[config.mk]
export PLATFORM = sky130hd
export DESIGN_NAME = vending_machine_flat
export DESIGN_NICKNAME = d
export VERILOG_FILES = /design/src/rtl/vm_pkg.sv /design/src/rtl/vending_machine_if.sv /design/src/rtl/vm_fare_calc.sv /design/src/rtl/vending_machine.sv /design/src/flat_wrapper.sv
export SDC_FILE = /design/constraint.sdc
export NUM_CORES = 1
export LEC_CHECK = 0
export BUFFER_PORTS_ARGS = -buffer_cell sky130_fd_sc_hd__buf_2
export CORE_ASPECT_RATIO = 0.8
export CORE_MARGIN = 5
export CORE_UTILIZATION = 45
export CTS_BUF_LIST = sky130_fd_sc_hd__clkbuf_4 sky130_fd_sc_hd__clkbuf_8
export DETAILED_ROUTE_END_ITERATION = 6
export HOLD_SLACK_MARGIN = 0.05
export MAX_ROUTING_LAYER = met4
export PLACE_DENSITY_LB_ADDON = 0.08
export SYNTH_ARGS = -nofsm -noshare
export SYNTH_HDL_FRONTEND = slang
export SYNTH_SLANG_ARGS = --single-unit
export TNS_END_PERCENT = 20
[constraint.sdc]
create_clock -name clk -period 5.3 [get_ports clk]
set_input_delay 0.53 -clock clk [delete_from_list [all_inputs] [get_ports clk]]
set_output_delay 0.53 -clock clk [all_outputs]
set_load 0.1 [all_outputs]
[src/rtl/vm_pkg.sv]
// vm_pkg: shared types and constants for the metro ticket vending machine.
//  - vm_state_e : transaction state (idle -> count -> pay -> done)
//  - coin constants and is_coin() helper for accepted coin values
//  - port widths and default configuration values
package vm_pkg;

  localparam int NUM_STATIONS_DEF = 5;
  localparam int FARE_BASE_DEF    = 5;
  localparam int MAX_TICKETS_DEF  = 7;

  localparam int STN_W  = 3;
  localparam int CNT_W  = 3;
  localparam int COIN_W = 6;
  localparam int COST_W = 6;
  localparam int PAY_W  = 9;

  typedef enum logic [1:0] {
    S_IDLE  = 2'd0,
    S_COUNT = 2'd1,
    S_PAY   = 2'd2,
    S_DONE  = 2'd3
  } vm_state_e;

  localparam logic [COIN_W-1:0] COIN_1  = 6'd1;
  localparam logic [COIN_W-1:0] COIN_5  = 6'd5;
  localparam logic [COIN_W-1:0] COIN_10 = 6'd10;
  localparam logic [COIN_W-1:0] COIN_50 = 6'd50;

  // True only for the coin denominations the machine accepts.
  function automatic logic is_coin(input logic [COIN_W-1:0] v);
    return (v == COIN_1) || (v == COIN_5) || (v == COIN_10) || (v == COIN_50);
  endfunction

endpackage

[src/rtl/vending_machine_if.sv]
// vending_machine_if: front-panel inputs and dispenser outputs of the vending machine.
//  master : drives origin/destination/howmanyticket/money (and cancel), reads results
//  slave  : the machine itself
//  Optional macro VM_CANCEL_EN adds the 1-bit cancel request.
interface vending_machine_if;
  import vm_pkg::*;

  logic [STN_W-1:0]  origin;
  logic [STN_W-1:0]  destination;
  logic [CNT_W-1:0]  howmanyticket;
  logic [COIN_W-1:0] money;
`ifdef VM_CANCEL_EN
  logic              cancel;
`endif
  logic [COST_W-1:0] costofticket;
  logic [PAY_W-1:0]  moneytopay;
  logic [PAY_W-1:0]  totalmoney;
  logic [PAY_W-1:0]  change;
  logic              done;

  modport master (
    output origin, destination, howmanyticket, money,
`ifdef VM_CANCEL_EN
    output cancel,
`endif
    input  costofticket, moneytopay, totalmoney, change, done
  );

  modport slave (
    input  origin, destination, howmanyticket, money,
`ifdef VM_CANCEL_EN
    input  cancel,
`endif
    output costofticket, moneytopay, totalmoney, change, done
  );

endinterface

[src/rtl/vm_fare_calc.sv]
// vm_fare_calc: combinational station check and single-ticket fare.
//  origin, destination : station codes (valid 1..NUM_STATIONS)
//  valid               : both codes in range and different
//  cost                : FARE_BASE * (|destination - origin| + 1), 0 when invalid
module vm_fare_calc
  import vm_pkg::*;
#(
  parameter int NUM_STATIONS = NUM_STATIONS_DEF,
  parameter int FARE_BASE    = FARE_BASE_DEF
) (
  input  logic [STN_W-1:0]  origin,
  input  logic [STN_W-1:0]  destination,
  output logic              valid,
  output logic [COST_W-1:0] cost
);

  localparam logic [STN_W-1:0]  MAX_STN = STN_W'(NUM_STATIONS);
  localparam logic [COST_W-1:0] BASE    = COST_W'(FARE_BASE);

  logic [STN_W-1:0] hops_s;
  logic             in_range_s;

  // Range check and fare; the product never exceeds 6 bits for up to 7 stations.
  always_comb begin
    if (origin > destination) begin
      hops_s = origin - destination;
    end else begin
      hops_s = destination - origin;
    end
    in_range_s = (origin >= 3'd1) && (origin <= MAX_STN) &&
                 (destination >= 3'd1) && (destination <= MAX_STN);
    if (in_range_s && (origin != destination)) begin
      valid = 1'b1;
      cost  = BASE * ({3'd0, hops_s} + 6'd1);
    end else begin
      valid = 1'b0;
      cost  = 6'd0;
    end
  end

endmodule

[src/rtl/vending_machine.sv]
// vending_machine: metro ticket vending FSM.
//  clk   : rising-edge clock
//  reset : asynchronous active-low reset
//  bus   : vending_machine_if.slave (selection/coin inputs, fare/price/credit/change/done)
//  Optional macro VM_CANCEL_EN: cancel in S_COUNT/S_PAY refunds the credit as change.
//  All outputs come straight from registers; a transaction ends in S_DONE until reset.
module vending_machine
  import vm_pkg::*;
#(
  parameter int NUM_STATIONS = NUM_STATIONS_DEF,
  parameter int FARE_BASE    = FARE_BASE_DEF,
  parameter int MAX_TICKETS  = MAX_TICKETS_DEF
) (
  input logic               clk,
  input logic               reset,
  vending_machine_if.slave  bus
);

  localparam logic [CNT_W-1:0] MAX_CNT = CNT_W'(MAX_TICKETS);

  vm_state_e         state_r;
  logic [COST_W-1:0] cost_r;
  logic [PAY_W-1:0]  pay_r;
  logic [PAY_W-1:0]  total_r;
  logic [PAY_W-1:0]  change_r;
  logic              done_r;

  logic              fare_ok_s;
  logic [COST_W-1:0] fare_s;
  logic              count_ok_s;
  logic [PAY_W-1:0]  price_s;
  logic [PAY_W-1:0]  coin_add_s;
  logic [PAY_W-1:0]  new_total_s;

  vm_fare_calc #(
    .NUM_STATIONS (NUM_STATIONS),
    .FARE_BASE    (FARE_BASE)
  ) u_fare (
    .origin      (bus.origin),
    .destination (bus.destination),
    .valid       (fare_ok_s),
    .cost        (fare_s)
  );

  // Ticket count check, total price and credit after this cycle's coin.
  always_comb begin
    count_ok_s = (bus.howmanyticket >= 3'd1) && (bus.howmanyticket <= MAX_CNT);
    price_s    = PAY_W'(cost_r) * PAY_W'(bus.howmanyticket);
    if (is_coin(bus.money)) begin
      coin_add_s = PAY_W'(bus.money);
    end else begin
      coin_add_s = 9'd0;
    end
    new_total_s = total_r + coin_add_s;
  end

  // Transaction FSM; every output is updated here so all of them are registered.
  always_ff @(posedge clk or negedge reset) begin
    if (!reset) begin
      state_r  <= S_IDLE;
      cost_r   <= 6'd0;
      pay_r    <= 9'd0;
      total_r  <= 9'd0;
      change_r <= 9'd0;
      done_r   <= 1'b0;
    end else begin
      case (state_r)
        S_IDLE: begin
          if (fare_ok_s) begin
            cost_r  <= fare_s;
            state_r <= S_COUNT;
          end
        end
        S_COUNT: begin
`ifdef VM_CANCEL_EN
          if (bus.cancel) begin
            change_r <= total_r;
            pay_r    <= 9'd0;
            state_r  <= S_DONE;
          end else
`endif
          if (count_ok_s) begin
            pay_r   <= price_s;
            state_r <= S_PAY;
          end
        end
        S_PAY: begin
`ifdef VM_CANCEL_EN
          if (bus.cancel) begin
            change_r <= total_r;
            pay_r    <= 9'd0;
            state_r  <= S_DONE;
          end else
`endif
          begin
            total_r <= new_total_s;
            // Paid-up is judged on the credit including this cycle's coin.
            if (new_total_s >= pay_r) begin
              change_r <= new_total_s - pay_r;
              done_r   <= 1'b1;
              state_r  <= S_DONE;
            end
          end
        end
        S_DONE: begin
          state_r <= S_DONE;
        end
        default: begin
          state_r <= S_IDLE;
        end
      endcase
    end
  end

  assign bus.costofticket = cost_r;
  assign bus.moneytopay   = pay_r;
  assign bus.totalmoney   = total_r;
  assign bus.change       = change_r;
  assign bus.done         = done_r;

endmodule

[src/flat_wrapper.sv]
// flat-port wrapper written by rule: the top's interface ports become plain ports
module vending_machine_flat import vm_pkg::*;
#(
  parameter int NUM_STATIONS = NUM_STATIONS_DEF,
  parameter int FARE_BASE    = FARE_BASE_DEF,
  parameter int MAX_TICKETS  = MAX_TICKETS_DEF
)
  (clk, reset, bus_origin, bus_destination, bus_howmanyticket, bus_money, bus_costofticket, bus_moneytopay, bus_totalmoney, bus_change, bus_done);
  vending_machine_if bus_i ();
  input logic clk;
  input logic reset;
  input wire logic [$bits(bus_i.origin)-1:0] bus_origin;
  input wire logic [$bits(bus_i.destination)-1:0] bus_destination;
  input wire logic [$bits(bus_i.howmanyticket)-1:0] bus_howmanyticket;
  input wire logic [$bits(bus_i.money)-1:0] bus_money;
  output wire logic [$bits(bus_i.costofticket)-1:0] bus_costofticket;
  output wire logic [$bits(bus_i.moneytopay)-1:0] bus_moneytopay;
  output wire logic [$bits(bus_i.totalmoney)-1:0] bus_totalmoney;
  output wire logic [$bits(bus_i.change)-1:0] bus_change;
  output wire logic [$bits(bus_i.done)-1:0] bus_done;
  assign bus_i.origin = bus_origin;
  assign bus_i.destination = bus_destination;
  assign bus_i.howmanyticket = bus_howmanyticket;
  assign bus_i.money = bus_money;
  assign bus_costofticket = bus_i.costofticket;
  assign bus_moneytopay = bus_i.moneytopay;
  assign bus_totalmoney = bus_i.totalmoney;
  assign bus_change = bus_i.change;
  assign bus_done = bus_i.done;
  vending_machine #(.NUM_STATIONS(NUM_STATIONS), .FARE_BASE(FARE_BASE), .MAX_TICKETS(MAX_TICKETS)) u_core (.clk(clk), .reset(reset), .bus(bus_i));
endmodule
# == Yosys cells after proc, flatten, opt, wreduce, memory -nomap -nowiden ==
# Index checks and enable logic that the tools add are counted.
# totals
regBits,36
input_bits,17
out_inout_bits,34
elab_cells,53
# classes
addsub,5
n_mul,2
n_lt_le_gt_ge,8
n_eq_ne,11
n_mux,8
reduce_logical,13
# ops
cell,count
two-way mux 6 bit,2
adder 9 x 6 -> 9 bit,1
greater-or-equal comparator 3 x 1 -> 1 bit (second input constant),3
greater-or-equal comparator 9 bit,1
less-or-equal comparator 3 bit (second input constant),3
multiplier 6 x 3 -> 9 bit,1
subtractor 9 bit,1
one-hot mux 2 bit (4 select lines),1
equality test 6 x 1 -> 1 bit (second input constant),1
equality test 6 x 3 -> 1 bit (second input constant),1
equality test 6 x 4 -> 1 bit (second input constant),1
equality test 6 bit (second input constant),1
multiplier 3 x 4 -> 6 bit (first input constant),1
two-way mux 2 bit,3
!= test 2 x 1 -> 1 bit (second input constant),3
AND reduction 2 bit,3
subtractor 3 bit,2
logical AND 1 bit,5
adder 3 x 1 -> 4 bit (second input constant),1
equality test 2 bit (second input constant),2
> comparator 3 bit,1
logical OR 1 bit,3
two-way mux 3 bit,1
!= test 3 bit,1
other kinds (4),4

# == Longest topological paths before layout ==
# Gate-level depths: netlist (run 1).
# logic_depth
word_depth,9
mapped_depth,19
mapped_depth_nobuf,18

# == Cells and area by module ==
# A second synthesis (run 1) with hierarchy kept.
# hier_totals
hier_cells,325
area_unflattened_um2,3032.9
# by_module_without_submodules
module,n_inst,cells_each,area_per_inst_um2,seq_area_each_um2
vending_machine,1,275,2616.3,900.9
vm_fare_calc,1,50,416.6,0.0

# == Worst setup path after synthesis (run 1) ==
# No wires, ideal clock.
# synth_path
path_kind,register -> register
from,"register u_core.total_r[0], in the netlist u_core.bus.totalmoney[0]"
to,"register u_core.change_r[1], in the netlist u_core.bus.change[1]"
arrival_ps,3910
required_time_ps,5174
slack_ps,1265
stages_incl_launch_ff,18
path_buffers,1
synth_period_minus_slack_ps,4035
cell_sequence,dfrtp_1 > ha_1 > inv_1 > fa_1 > nor2b_1 > o21a_1 > o21ai_0 > a21oi_1 > nor2_1 > xnor2_1 > ha_1 > buf_2 > a21oi_1 > o32ai_1 > o21ai_1 > nand2b_2 > o21ai_4 > mux2_2
# synth_via
elab_chain_cells,3
elab_cells_between_ends,4
cone_classes,add/sub (2); order compare (1); reduce/logical (1)
# synth_rtl
item,line_no,text
from (decl),vending_machine.sv:24,logic [PAY_W-1:0] total_r;
from (signal assigned),vending_machine.sv:96,total_r <= new_total_s;
adder 9 x 6 -> 9 bit,vending_machine.sv:54,new_total_s = total_r + coin_add_s;
via u_core.new_total_s[6],vending_machine.sv:33,logic [PAY_W-1:0] new_total_s;
greater-or-equal comparator 9 bit,vending_machine.sv:98,if (new_total_s >= pay_r) begin
AND reduction 2 bit (no source line),n/a,
to (signal assigned),vending_machine.sv:99,change_r <= new_total_s - pay_r;
to (decl),vending_machine.sv:25,logic [PAY_W-1:0] change_r;
# The timed path passes the listed nets, and every way through them passes these cells.
# A chain may end at the register's enable or synchronous reset.

# == Final worst setup path (run 1) ==
# layout_path
from,input bus_money[0]
to,"register u_core.change_r[4], in the netlist u_core.bus.change[4]"
# layout_via
elab_chain_cells,8
elab_cells_between_ends,12
cone_classes,add/sub (2); order compare (1); eq/ne (4); mux (1); reduce/logical (4)
# layout_rtl
item,line_no,text
from (decl),flat_wrapper.sv:15,input wire logic [$bits(bus_i.money)-1:0] bus_money;
equality test 6 x 1 -> 1 bit or equality test 6 x 3 -> 1 bit (tied branches),vm_pkg.sv:31,return (v == COIN_1) || (v == COIN_5) || (v == COIN_10) || (v == COIN_50);
logical OR 1 bit (3 in series),vm_pkg.sv:31,
two-way mux 6 bit *,vending_machine.sv:49,if (is_coin(bus.money)) begin
adder 9 x 6 -> 9 bit *,vending_machine.sv:54,
via u_core.new_total_s[6],vending_machine.sv:33,
greater-or-equal comparator 9 bit *,vending_machine.sv:98,
AND reduction 2 bit (no source line) *,n/a,
# The timed path passes the listed nets; every way through them passes the cells marked *.

==> flow_metrics.env, run 1 <==
export IMPL_nFillCells=623
export IMPL_ctsHtreeMaxLevel=2
export IMPL_dp_hpwl_um=4920
export IMPL_required_ns=5.47
export IMPL_nets=419
export IMPL_grt_pass1_wl_um=10200
export IMPL_grt_max_degree=37
export IMPL_finalHoldViolCount=0
export IMPL_grt_pass1_vias=2132
export IMPL_drv_cap=0
export IMPL_finalWirelength_um=6010
export IMPL_overflow=0
export IMPL_syn_mean_instance_area_sq_um=9.25
export IMPL_drc=0
export IMPL_crit_type="in2reg"
export IMPL_fp_dieH_um=81.5
export IMPL_viasPerCell=4.98
export IMPL_drive_above_1_share_pct=22.3
export IMPL_synth_main_ff_cell="dfrtp_1"
export IMPL_cp_max_fo=10
export IMPL_synth_edf_count=0
export IMPL_max_clock_freq_ghz=0.241
export IMPL_rsz0062_at_grt="no"
export IMPL_syn_instance_count=311
export IMPL_cts_root_buf="clkbuf_8"
export IMPL_initial_core_util_pct=45.6
export IMPL_clk_path_buf_depth=2
export IMPL_crit_family="compound AO/OA/AOI/OAI gates"
export IMPL_drt_pass1_iter_count=4
export IMPL_postCtsSetupRepairBufs=0
export IMPL_synthTopCellsByCount="38 x inv_1, 36 x dfrtp_1, 36 x nand2_1"
export IMPL_ios=51
export IMPL_gp_congestion=0.791
export IMPL_path_clk_slew_ns=0.08
export IMPL_netlist_area_sq_um=2880
export IMPL_die_area_sq_um=8100
export IMPL_critPathArrivalTime_ns=4.31
export IMPL_synth_seq_cells=36
export IMPL_regArea_sq_um=901
export IMPL_synth_largest_area_cell="dfrtp_1"
export IMPL_critical_path_buf_inv_count=1
export IMPL_synth_fp_nets=368
export IMPL_min_period_over_period_pct=78.1
export IMPL_cp_start_kind="primary input"
export IMPL_synth_area_top_cells="dfrtp_1 31%, ha_1 13%, fa_1 6.3%, mux2_2 5.5%, inv_1 5.0%"
export IMPL_grt_usage_pct=16.4
export IMPL_cp_slowest_stage_delay_ns=0.50
export IMPL_first_iter_violations=39
export IMPL_setup_tns_ns=0
export IMPL_min_path_type="in2async"
export IMPL_yosysMostFrequentCell="inv_1"
export IMPL_yosysWarnings=0
export IMPL_finalClockSkew_ns=0.00697
export IMPL_antenna_cells=0
export IMPL_dieWidth_um=99.4
export IMPL_synth_distinct_cells=50
export IMPL_crit_top_cell="a21oi_1"
export IMPL_slew_headroom_pct=45.0
export IMPL_fin_crit_ns=4.14
export IMPL_num_vias=2227
export IMPL_clkLatencyLatePin_ns=0.29
export IMPL_port_buffers=50
export IMPL_status="finished, final reports clean"
export IMPL_antenna_found_initial=0
export IMPL_crit_slowest_cell="or3b_2"
export IMPL_clock_sinks=36
export IMPL_crit_chain="buf_2, or3b_2, a21o_1, fa_1, nor2b_1, o21a_1, o21ai_0, a21oi_1, nor2_1, xnor2_1, ha_1, a21oi_1, o32ai_1, o21ai_1, nand2b_2, o21ai_4, mux2_2"
export IMPL_ys_async_sr_fraction_pct=100
export IMPL_tightest_slew_ns=0.825
export IMPL_wl_per_cell_um=13.4
export IMPL_multi_input_area_sq_um=1810
export IMPL_antenna_left=0
export IMPL_synth_top_cell_area_share_pct=31.3
export IMPL_rows=26
export IMPL_tritoncts="done"
export IMPL_cts_made_buffers=5
export IMPL_ctsHoldBuffers=0
export IMPL_ys_seq_area_share_pct=31.3
export IMPL_slew_viol_final=0
export IMPL_setup_viol=0
export IMPL_syn2layout_area_growth_pct=14.7
export IMPL_end_kind="register"
export IMPL_core_area_sq_um=6310
export IMPL_cts_resized=0
[worst reg2reg max path: cells and delay by family, from the launching register on]
kind,cells,cell delay (ns)
AO/OA/AOI/OAI,7,1.31
XOR/XNOR,1,0.13
adder cells (fa/ha/maj),3,0.96
buffers and inverters,1,0.06
flip-flops,1,0.38
multiplexers,1,0.39
AND/OR/NAND/NOR,3,0.34
[layout by cell type (no fill, tap or decap), types with 3 or more instances in the layout]
cell,netlist,routed
buf_2,3,50
inv_1,38,38
nand2_1,36,36
dfrtp_1,36,36
ha_1,31,31
nor2_1,17,17
a21oi_1,17,17
mux2_2,14,14
o21ai_0,14,14
xnor2_1,12,12
xor2_1,11,11
and2_1,9,9
fa_1,9,9
a21o_1,6,6
clkbuf_8,0,6
nand2b_1,5,5
nor3_1,4,4
nand3b_1,3,3
nor2b_1,3,3
o21bai_1,3,3
o21ai_1,3,3
[per-stage QoR]
| step | instance area (sq um) | hold slack [ns] | utilization, % | instances | setup WS (ns) |
|---|---|---|---|---|---|
| 2_1_floorplan | 2880 | 0.234 | - | 311 | 1.26 |
| 3_3_place_gp | 3200 | 0.451 | 50.8 | 439 | 0.969 |
| 3_5_place_dp | 3200 | 0.449 | 50.8 | 439 | 0.902 |
| 4_1_cts | 3300 | 0.371 | 52.2 | 447 | 1.20 |
| 5_1_grt | 3300 | 0.413 | 52.2 | 447 | 0.930 |
| 6_report | 3300 | 0.334 | 52.2 | 447 | 1.16 |
[layout make-up]
type                       count  area share, %
clock buffer                   6           2.50
clock inverter                 2          0.304
inverter                      38           4.33
multi-input combinational    231           54.8
sequential                    36           27.3
tap                           84           3.19
timing repair buffer          50           7.59
[sequential cells by signal (all words and copies together), names as in the netlist]
signal                   flops
u_core.bus.moneytopay        9
u_core.bus.change            9
u_core.state_r               2
u_core.bus.costofticket      6
u_core.bus.done              1
u_core.bus.totalmoney        9
[kinds of logic after synthesis]
group,after synthesis,synth area share [%]
flip-flops,36,31.3
AND/OR/NAND/NOR,87,14.4
adder cells (fa/ha/maj),40,19.8
multiplexers,17,6.57
buffers and inverters,44,5.87
AO/OA/AOI/OAI,63,14.5
XOR/XNOR,24,7.57
[routing by layer]
layer / track usage (%) / wire length [um] / vias up
li1: - / - / 1153
met1: 24.2 / 3230 / 1026
met2: 22.8 / 2410 / 42
met3: 4.07 / 323 / 6
met4: 3.27 / 44 / 0
met5: - / 0 / -
[path summary, 6_finish.rpt]
kind | start | cells after the start | endpoint | slack [ns]
hold / removal | reset | 1 | u_core.bus.costofticket[5] | 0.33
hold reg to reg | u_core.bus.done | 1 | u_core.bus.done | 0.46
setup reg to reg | u_core.bus.totalmoney[0] | 16 | u_core.bus.change[4] | 1.63
min in group clk | u_core.bus.done | 1 | u_core.bus.done | 0.46
max in group asynchronous | reset | 1 | u_core.bus.totalmoney[4] | 4.44
setup / recovery | bus_money[0] | 17 | u_core.bus.change[4] | 1.16
Power of run 1 is left out: the tool's default activity adds up to more than one toggle a clock period on the data nets, which glitch-free logic cannot reach.
==> run 2: changes to the inputs <==
--- a/config.mk
+++ b/config.mk
@@ -5,6 +5,7 @@
 export SDC_FILE = /design/constraint.sdc
 export NUM_CORES = 1
 export LEC_CHECK = 0
+export ABC_AREA = 1
 export BUFFER_PORTS_ARGS = -buffer_cell sky130_fd_sc_hd__buf_2
 export CORE_ASPECT_RATIO = 0.8
 export CORE_MARGIN = 5
==> constraint.sdc (replaced) <==
create_clock -name clk -period 3.9 [get_ports clk]
set_input_delay 0.39 -clock clk [delete_from_list [all_inputs] [get_ports clk]]
set_output_delay 0.39 -clock clk [all_outputs]
set_load 0.1 [all_outputs]
==> flow_metrics.env, run 2 <==
export IMPL_status="finished, final reports clean"
export IMPL_cp_slowest_stage_delay_ns=0.44
export IMPL_rsz0062_at_grt="no"
export IMPL_gp_congestion=0.857
export IMPL_tritoncts="done"
export IMPL_viasPerCell=4.71
export IMPL_wl_per_cell_um=12.3
export IMPL_ctsHtreeMaxLevel=2
export IMPL_syn2layout_area_growth_pct=14.5
export IMPL_fp_dieH_um=83.2
export IMPL_finalWirelength_um=6620
export IMPL_port_buffers=50
export IMPL_fin_crit_ns=3.53
export IMPL_synth_distinct_cells=35
export IMPL_num_vias=2535
export IMPL_min_path_type="in2async"
export IMPL_regArea_sq_um=901
export IMPL_setup_viol=0
export IMPL_place_area_sq_um=3340
export IMPL_synth_largest_area_cell="dfrtp_1"
export IMPL_power_leakage_nw=1.95
export IMPL_first_iter_violations=99
export IMPL_slew_viol_final=0
export IMPL_cts_root_buf="clkbuf_8"
export IMPL_synth_fp_nets=456
export IMPL_grt_usage_pct=16.7
export IMPL_grt_max_degree=37
export IMPL_crit_type="in2reg"
export IMPL_initial_core_util_pct=46.8
export IMPL_final_common_cell="nand2_1"
export IMPL_crit_top_cell="a21oi_1"
export IMPL_ctsHoldBuffers=0
export IMPL_clock_sinks=36
export IMPL_multi_input_area_sq_um=1790
export IMPL_grt_pass1_wl_um=11200
export IMPL_synth_top_cell_area_share_pct=29.9
export IMPL_postCtsSetupRepairBufs=0
export IMPL_crit_chain="buf_2, nor2_1, nand3_1, a21oi_1, nor2_1, a21oi_1, inv_1, fa_1, o21ai_2, nand2_1, o21ai_0, xor2_1, ha_1, a21oi_1, a21boi_1, nand4_2, nand2_4, inv_2, or2_1"
export IMPL_grt_pass1_vias=2421
export IMPL_cp_start_kind="primary input"
export IMPL_antenna_found_initial=0
export IMPL_synth_area_top_cells="dfrtp_1 30%, nand2_1 14%, ha_1 13%, inv_1 9.2%, fa_1 6.0%"
export IMPL_cp_max_fo=18
export IMPL_syn_instance_count=399
export IMPL_finalHoldViolCount=0
export IMPL_path_clk_slew_ns=0.08
export IMPL_cts_made_buffers=5
export IMPL_crit_slowest_cell="fa_1"
export IMPL_ios=51
export IMPL_critPathArrivalTime_ns=3.71
export IMPL_slew_headroom_pct=45.4
export IMPL_met2_length_um=2550
export IMPL_cts_resized=0
export IMPL_max_clock_freq_ghz=0.284
export IMPL_end_kind="register"
export IMPL_ir_drop_uv=234
export IMPL_dp_hpwl_um=5630
export IMPL_die_area_sq_um=8450
export IMPL_yosysMostFrequentCell="nand2_1"
export IMPL_r2r_setup_slack_ns=0.68
export IMPL_synth_main_ff_cell="dfrtp_1"
export IMPL_ys_seq_area_share_pct=29.9
export IMPL_yosysWarnings=0
export IMPL_clkLatencyLatePin_ns=0.29
export IMPL_synthTopCellsByCount="115 x nand2_1, 74 x inv_1, 36 x dfrtp_1"
export IMPL_min_period_over_period_pct=90.4
export IMPL_dr_max_layer_used="met4"
export IMPL_core_area_sq_um=6440
export IMPL_drv_cap=0
export IMPL_dr_wl_met3_um=295
export IMPL_antenna_left=0
export IMPL_syn_mean_instance_area_sq_um=7.56
export IMPL_tightest_slew_ns=0.819
export IMPL_finalClockSkew_ns=0.00937
export IMPL_nets=510
export IMPL_netlist_area_sq_um=3020
export IMPL_nFillCells=656
export IMPL_drive_above_1_share_pct=17.6
export IMPL_mostFrequentLayoutCells="115 x nand2_1, 74 x inv_1, 50 x buf_2"
export IMPL_antenna_cells=0
export IMPL_drc=0
export IMPL_ys_async_sr_fraction_pct=100
export IMPL_dieWidth_um=102
export IMPL_required_ns=4.09
export IMPL_synth_seq_cells=36
export IMPL_setup_tns_ns=0
export IMPL_powerDensity_nw_per_um2=503
export IMPL_drt_pass1_iter_count=4
export IMPL_clk_path_buf_depth=2
export IMPL_wl_met1_um=3730
export IMPL_overflow=0
export IMPL_synth_edf_count=0
export IMPL_final_area_sq_um=3450
export IMPL_rows=26
-- run 2: changes by cell type after synthesis, sizes merged, moves of 9 or more --
cell   before  now
and2        9    0
inv        38   77
mux2       15    0
nand2      36  116
nand3       2   24
o21ai      19   31
-- run 2: final cells by class --
cell class | count | area share (%)
clock buffers | 5 | 1.99
clock inverters | 3 | 1.23
inverters | 77 | 8.37
multi-input cells | 282 | 51.8
flip-flops and latches | 36 | 26.1
well taps | 84 | 3.04
repair buffers | 51 | 7.46
-- run 2: per-stage QoR --
stage	util (%)	instances	worst slack, ns	hold slack [ns]	power, mW
6_report	53.6	538	0.375	0.185	1.74
5_1_grt	53.6	538	0.0548	0.255	1.85
2_1_floorplan	-	399	0.364	0.0944	1.24
3_3_place_gp	51.9	530	0.169	0.448	1.41
3_5_place_dp	51.9	530	0.0878	0.464	1.42
4_1_cts	53.6	538	0.411	0.214	1.75
-- run 2: worst paths after layout --
check / from / to / depth (start not counted)
hold reg to reg: u_core.bus.done / u_core.bus.done / 1
setup / recovery: bus_money[2] / u_core.bus.done / 19
hold / removal: reset / u_core.bus.done / 1
setup reg to reg: u_core.bus.totalmoney[0] / u_core.bus.done / 14
max in group asynchronous: reset / u_core.bus.totalmoney[4] / 1
min in group clk: bus_howmanyticket[0] / u_core.bus.moneytopay[0] / 3
-- run 2: logic make-up after synthesis --
family                   synth area share [%]
AO/OA/AOI/OAI                            10.9
flip-flops                               29.9
buffers and inverters                    10.8
XOR/XNOR                                 4.94
adder cells (fa/ha/maj)                  18.8
AND/OR/NAND/NOR                          24.6
-- run 2: critical path, delay by kind of cell --
kind,cells,cell delay (ns)
compound gates,6,1.17
simple gates,7,0.94
xor+xnor,1,0.21
fa+ha+maj,2,0.76
buf+inv,3,0.23
-- run 2: layer usage --
metal | global-route usage, % | up-vias
met1 | 26.2 | 1110
met4 | 2.54 | 0
li1 | - | 1369
met2 | 22.5 | 48
met3 | 3.18 | 8
met5 | - | -
-- run 2: power by group --
| part | internal (mW) | switching (mW) | leakage (nW) |
|---|---|---|---|
| clock network | 0.189 | 0.141 | 0.0541 |
| logic | 0.216 | 0.725 | 1.46 |
| registers | 0.428 | 0.0380 | 0.427 |
| total | 0.834 | 0.904 | 1.95 |
Power figures use the tool's default switching activity.
